### src/rtl/rsa_exp_launch.sv
// Request-side launcher for the modular-exponentiation engine.
// It finds the exponent MSB by a serial scan, pulses exp_start and holds the operands until the response is taken.
module rsa_exp_launch #(
    parameter int BITLEN     = 256,
    parameter int LOG_BITLEN = 8,
    parameter int CNT_BITS   = 32
) (
    input  logic                  clk,
    input  logic                  rst,
    input  logic                  req_valid,
    output logic                  req_ready,
    input  logic [BITLEN-1:0]     req_e,
    input  logic [BITLEN-1:0]     req_n,
    input  logic [LOG_BITLEN:0]   req_mp_count,
    output logic                  exp_start,
    output logic [BITLEN-1:0]     exp_e,
    output logic [LOG_BITLEN-1:0] exp_e_idx,
    output logic [BITLEN-1:0]     exp_n,
    output logic [LOG_BITLEN:0]   exp_mp_count,
    input  logic                  exp_stop,
    input  logic [BITLEN-1:0]     exp_ans,
    output logic                  rsp_valid,
    input  logic                  rsp_ready,
    output logic [BITLEN-1:0]     rsp_ans,
    output logic                  rsp_err,
    output logic [CNT_BITS-1:0]   rsp_cycles,
    output logic                  busy
);

    typedef enum logic [2:0] {
        IDLE  = 3'd0,
        SCAN  = 3'd1,
        START = 3'd2,
        WAIT  = 3'd3,
        RESP  = 3'd4
    } state_t;

    state_t                state;
    state_t                state_nxt;
    logic [LOG_BITLEN-1:0] idx;
    logic                  stop_q;
    logic                  accept;
    logic                  stop_rise;
    logic                  scan_hit;
    logic                  scan_last;

    function automatic logic [CNT_BITS-1:0] sat_inc(input logic [CNT_BITS-1:0] v);
        return (v == {CNT_BITS{1'b1}}) ? v : v + CNT_BITS'(1);
    endfunction

    assign accept    = req_valid && (state == IDLE);
    assign stop_rise = exp_stop && !stop_q;
    // Index 0 is never a valid MSB: the engine needs e >= 2.
    assign scan_hit  = exp_e[idx] && (idx != '0);
    assign scan_last = (idx == LOG_BITLEN'(1));

    always_ff @(posedge clk or posedge rst) begin
        if (rst) begin
            state <= IDLE;
        end else begin
            state <= state_nxt;
        end
    end

    always_comb begin
        state_nxt = state;
        case (state)
            IDLE: begin
                if (req_valid) begin
                    state_nxt = SCAN;
                end
            end
            SCAN: begin
                if (scan_hit) begin
                    state_nxt = START;
                end else if (scan_last) begin
                    state_nxt = RESP;
                end
            end
            START: begin
                state_nxt = WAIT;
            end
            WAIT: begin
                if (stop_rise) begin
                    state_nxt = RESP;
                end
            end
            RESP: begin
                if (rsp_ready) begin
                    state_nxt = IDLE;
                end
            end
            default: begin
                state_nxt = IDLE;
            end
        endcase
    end

    always_comb begin
        req_ready = (state == IDLE);
        busy      = (state != IDLE);
        exp_start = (state == START);
        rsp_valid = (state == RESP);
    end

    // Operand, scan and response registers; everything here is cleared by reset.
    always_ff @(posedge clk or posedge rst) begin
        if (rst) begin
            exp_e        <= '0;
            exp_n        <= '0;
            exp_mp_count <= '0;
            exp_e_idx    <= '0;
            idx          <= '0;
            rsp_ans      <= '0;
            rsp_err      <= 1'b0;
            rsp_cycles   <= '0;
            stop_q       <= 1'b0;
        end else begin
            stop_q <= exp_stop;
            if (accept) begin
                exp_e        <= req_e;
                exp_n        <= req_n;
                exp_mp_count <= req_mp_count;
                idx          <= LOG_BITLEN'(BITLEN - 1);
                rsp_cycles   <= '0;
            end
            if (state == SCAN) begin
                if (scan_hit) begin
                    exp_e_idx <= idx;
                end else if (scan_last) begin
                    rsp_err <= 1'b1;
                    rsp_ans <= '0;
                end else begin
                    idx <= idx - LOG_BITLEN'(1);
                end
            end
            if (state == WAIT) begin
                rsp_cycles <= sat_inc(rsp_cycles);
                if (stop_rise) begin
                    rsp_ans <= exp_ans;
                    rsp_err <= 1'b0;
                end
            end
        end
    end

endmodule

### config.mk
export PLATFORM = sky130hd
export DESIGN_NAME = rsa_exp_launch
export DESIGN_NICKNAME = d
export VERILOG_FILES = /design/src/rtl/rsa_exp_launch.sv
export SDC_FILE = /design/constraint.sdc
export NUM_CORES = 2
export LEC_CHECK = 0
export CELL_PAD_IN_SITES_DETAIL_PLACEMENT = 0
export CELL_PAD_IN_SITES_GLOBAL_PLACEMENT = 1
export CORE_AREA = 2 2 622 624
export CTS_BUF_LIST = sky130_fd_sc_hd__clkbuf_2 sky130_fd_sc_hd__clkbuf_4 sky130_fd_sc_hd__clkbuf_8
export DETAILED_ROUTE_END_ITERATION = 16
export DIE_AREA = 0 0 624 626
export GPL_ROUTABILITY_DRIVEN = 1
export GPL_TIMING_DRIVEN = 0
export HOLD_SLACK_MARGIN = 0.05
export PLACE_DENSITY_LB_ADDON = 0.1
export SLEW_MARGIN = 0
export SYNTH_ARGS = -nofsm -noshare
export SYNTH_HDL_FRONTEND = slang
export SYNTH_SLANG_ARGS = --single-unit
### constraint.sdc
create_clock -name clk -period 70.8 [get_ports clk]
set_input_delay 17.7 -clock clk [delete_from_list [all_inputs] [get_ports clk]]
set_output_delay 17.7 -clock clk [all_outputs]
set_load 0.01 [all_outputs]
==> summary.md <==
| Metric | Value |
|---|---|
| Crit-path cells | `clkbuf_1 > nor3_1 > inv_1 > clkdlybuf4s50_1` |
| Pwr dens | `~46 nW/µm²` |
| GPL Wtd Cong | `around 0.84` |
| Number of I/O port buffers | `1,603` |
| Relative slew slack | `0.205` |
| CP max stage delay | `around 0.86 ns` |
| Cell depth of the worst min-delay path | `2` |
| VDD IR max | `between 0.000015 and 0.00002 V` |
| CP max-delay cell | `nor3_1` |
| Status | `finished, final reports clean` |
| Global Route Usage Sum | `0.153` |
| Post-Syn Instances | `3,822` |
| Setup TNS | `0 ns` |
| DIE HEIGHT | `around 630 µm` |
| Final Net Count | `between 6,000 and 7,000` |
| Post_cts resized | `0` |
| Vias | `about 35,000` |
| Routed length per placed instance | `approximately 28 µm` |
| Synthesized area per cell | `about 9.0 µm²` |
| Reg-to-reg endpoint | `rsp_ans[227]$_DFF_PP0_` |
| Setup bufs post-CTS | `0` |
| Number of H-tree levels | `4` |
| DP HPWL | `256 mm` |
| CTS tree | `done` |
| Crit-path leading delay family | `buffers and inverters` |
| Fraction of registers with async set/reset | `1.00` |
| Hold_sp | `exp_n[133]$_DFFE_PP0P_` |
| Dominant cells by area after synthesis | `dfrtp_1, nand2_1, a21oi_1` |
| Flop and latch count out of synthesis | `just over 800` |
| Max frequency | `47.8 MHz` |
| Slew @ Worst Pin | `approximately 1.2 ns` |
| Synth unique cells | `57` |
| Share of layout cells above drive strength 1 | `0.0827` |
| Vias in the first global route | `roughly 37,000` |
| Row count | `approximately 230` |
| CTS buffer count | `roughly 200` |
| Warning count from the yosys run | `0` |
| Full die area | `about 390,000 µm²` |
| Chip Width | `624 µm` |
| DR DRC count | `0` |
| Initial drt markers | `approximately 1,800` |
| CP Class | `flip-flop to output pin` |
| Final setup viols | `0` |
| RSZ-0062 raised after global routing | `false` |
| Via density | `between 3 and 4` |
| Max clock buf depth | `4` |
| Max Cap Violations | `0` |
| Initial Util | `0.0895` |
| WHS Endpoint | `exp_n[133]$_DFFE_PP0P_` |
| Worst Path Required | `between 50 and 60 ns` |
| Post-synth EDFFs | `0` |
| Share of Yosys cell area claimed by the top area cell type | `0.604` |
| Sink Count | `830` |
| Largest fanout on the critical path | `10` |
| Top FF cell, synth | `dfrtp_1` |
| Max Clock Skew | `between 0.15 and 0.2 ns` |
| CP bufs+invs | `3` |
| Final Hold Viols | `0` |
| Critical path capture point type | `output pin` |
| Min cycle time layout | `between 20 and 25 ns` |
| Post-Route WL | `slightly above 300 mm` |
| Core Box Area | `approximately 380,000 µm²` |
| Final Core Density | `0.160` |
| FF-to-FF path depth | `11` |
| Initial antenna violation count | `172` |
| Largest net degree at the start of global routing | `about 100` |
| Net Count, Synth | `approximately 4,600` |
| Seq/Total Area, Yosys | `0.604` |
| Worst Setup Start Kind | `flip-flop` |
| DRT antenna net count | `0` |
| Hold_buf cts | `0` |
| Remaining Overflow, GRT | `0` |
| R2r startpoint | `idx[2]$_DFF_PP0_` |
| Hold WC Path Type | `flip-flop to flip-flop` |
| Clock Pin Slew Worst Setup and Hold Paths | `roughly 0.06 ns` |
| Worst path arrival time | `between 3 and 4 ns` |
| Final max-slew violation count | `0` |
| Post-synth top area cell | `dfrtp_1` |
| Leakage Power | `between 20 and 30 nW` |
| Synthesized cell area | `~34,000 µm²` |
| Post-route setup slack | `roughly 50 ns` |
| Final worst path period share | `0.295` |
| Area grow syn2layout | `78.5%` |
| Num ports | `around 1,600` |
| Place WS | `between 40 and 50 ns` |
| DR pass1 iterations | `5` |
| First-pass GRT wire length | `a little under 400 mm` |
| Clk root buf | `clkbuf_8` |
| Clock latency on the worst-skew pair | `around 1.1 ns` |
| Reg2Reg Setup Slack | `about 65 ns` |
stage by stage:
step / total power [mW] / instances / hold slack (ns) / instance area [µm²]
floorplan: 1.26 / 3822 / 0.507 / 34400
global placement: 2.24 / 10485 / 0.460 / 56800
detailed placement: 2.23 / 10498 / 0.461 / 57100
CTS: 2.92 / 10839 / 0.475 / 61300
global route: 2.99 / 10843 / 0.479 / 61300
finish: 2.81 / 10877 / 0.472 / 61400
state kept, by name (all words and copies together) (netlist names):
| signal | cells |
|---|---|
| exp_mp_count | 9 |
| exp_e | 256 |
| stop_q | 1 |
| exp_n | 256 |
| idx | 8 |
| state | 3 |
| rsp_err | 1 |
| rsp_cycles | 32 |
| rsp_ans | 256 |
| exp_e_idx | 8 |
synthesized netlist by cell type (10+ instances only):
cell type,count
mux4_2,47
inv_1,14
mux2i_1,31
xnor2_1,16
nand2_1,2102
mux2_2,18
buf_4,32
nand3_1,26
nor2b_1,10
clkbuf_1,188
nor3_1,21
a21oi_1,271
nor2_1,45
buf_2,11
dfrtp_1,830
o21ai_0,28
worst max path at each step:
stage / startpoint / to / slack (ns) / cells past startpoint
after floorplan: rst / exp_e[0]$_DFFE_PP0P_ / 29.78 / 1
after global placement: rst / exp_n[64]$_DFFE_PP0P_ / 10.15 / 2
after detailed placement: req_valid / exp_n[59]$_DFFE_PP0P_ / 48.92 / 8
after CTS: state[0]$_DFFE_PP0P_ / busy / 49.61 / 4
after global routing: state[0]$_DFFE_PP0P_ / busy / 49.69 / 4
final: state[0]$_DFFE_PP0P_ / busy / 49.88 / 4
layout by cell type, fill, tap and decap left out, types with 26 or more instances in the layout:
cell type | Yosys | layout
a21oi_1 | 271 | 271
nand3_1 | 26 | 26
o21ai_0 | 28 | 28
buf_4 | 32 | 32
mux2i_1 | 31 | 31
clkbuf_1 | 188 | 183
dfrtp_1 | 830 | 830
mux4_2 | 47 | 47
clkdlybuf4s50_1 | 0 | 1603
clkbuf_4 | 0 | 77
clkbuf_8 | 0 | 243
diode_2 | 0 | 38
nor2_1 | 45 | 45
nand2_1 | 2102 | 2101
area by class of cell:
cell class                      count  area [µm²]
Timing Repair Buffer             1616       16400
Tap cell                         5060        6330
Clock inverter                     21         267
Antenna cell                       38        95.1
Sequential cell                   830       20800
Buffer                            238        1040
Multi-Input combinational cell   2737       12500
Clock buffer                      320        3920
Fill cell                       43470      323000
Inverter                           17        71.3
report_power, final:
part | internal, mW | leakage, nW | switching (mW)
sequential | 0.683 | 10.4 | 0.171
clock | 0.360 | 2.24 | 0.284
combinational | 0.560 | 13.7 | 0.751
total | 1.60 | 26.3 | 1.21
tightest hold or removal path: stages (launching register included):
cell	delay [ns]
dfrtp_1	0.33
nand2_1	0.05
nand2_1	0.06
cell families after synthesis:
kind of cell,Yosys count,synth area share
AOI/OAI and AO/OA,353,0.0565
adders and majority gates,3,0.00109
buffers and inverters,255,0.0319
DFF,830,0.604
xor gates and xnor gates,25,0.00636
and+or+nand+nor,2259,0.254
muxes,97,0.0460
per-layer routing:
metal  vias up  track usage  part of all wire
li1      15892            -                 -
met1     17393        0.150              0.34
met2      1400        0.300              0.55
met3       472       0.0578             0.083
met4        70       0.0368             0.026
met5         -            0            0.0015
Power figures use the tool's default switching activity.
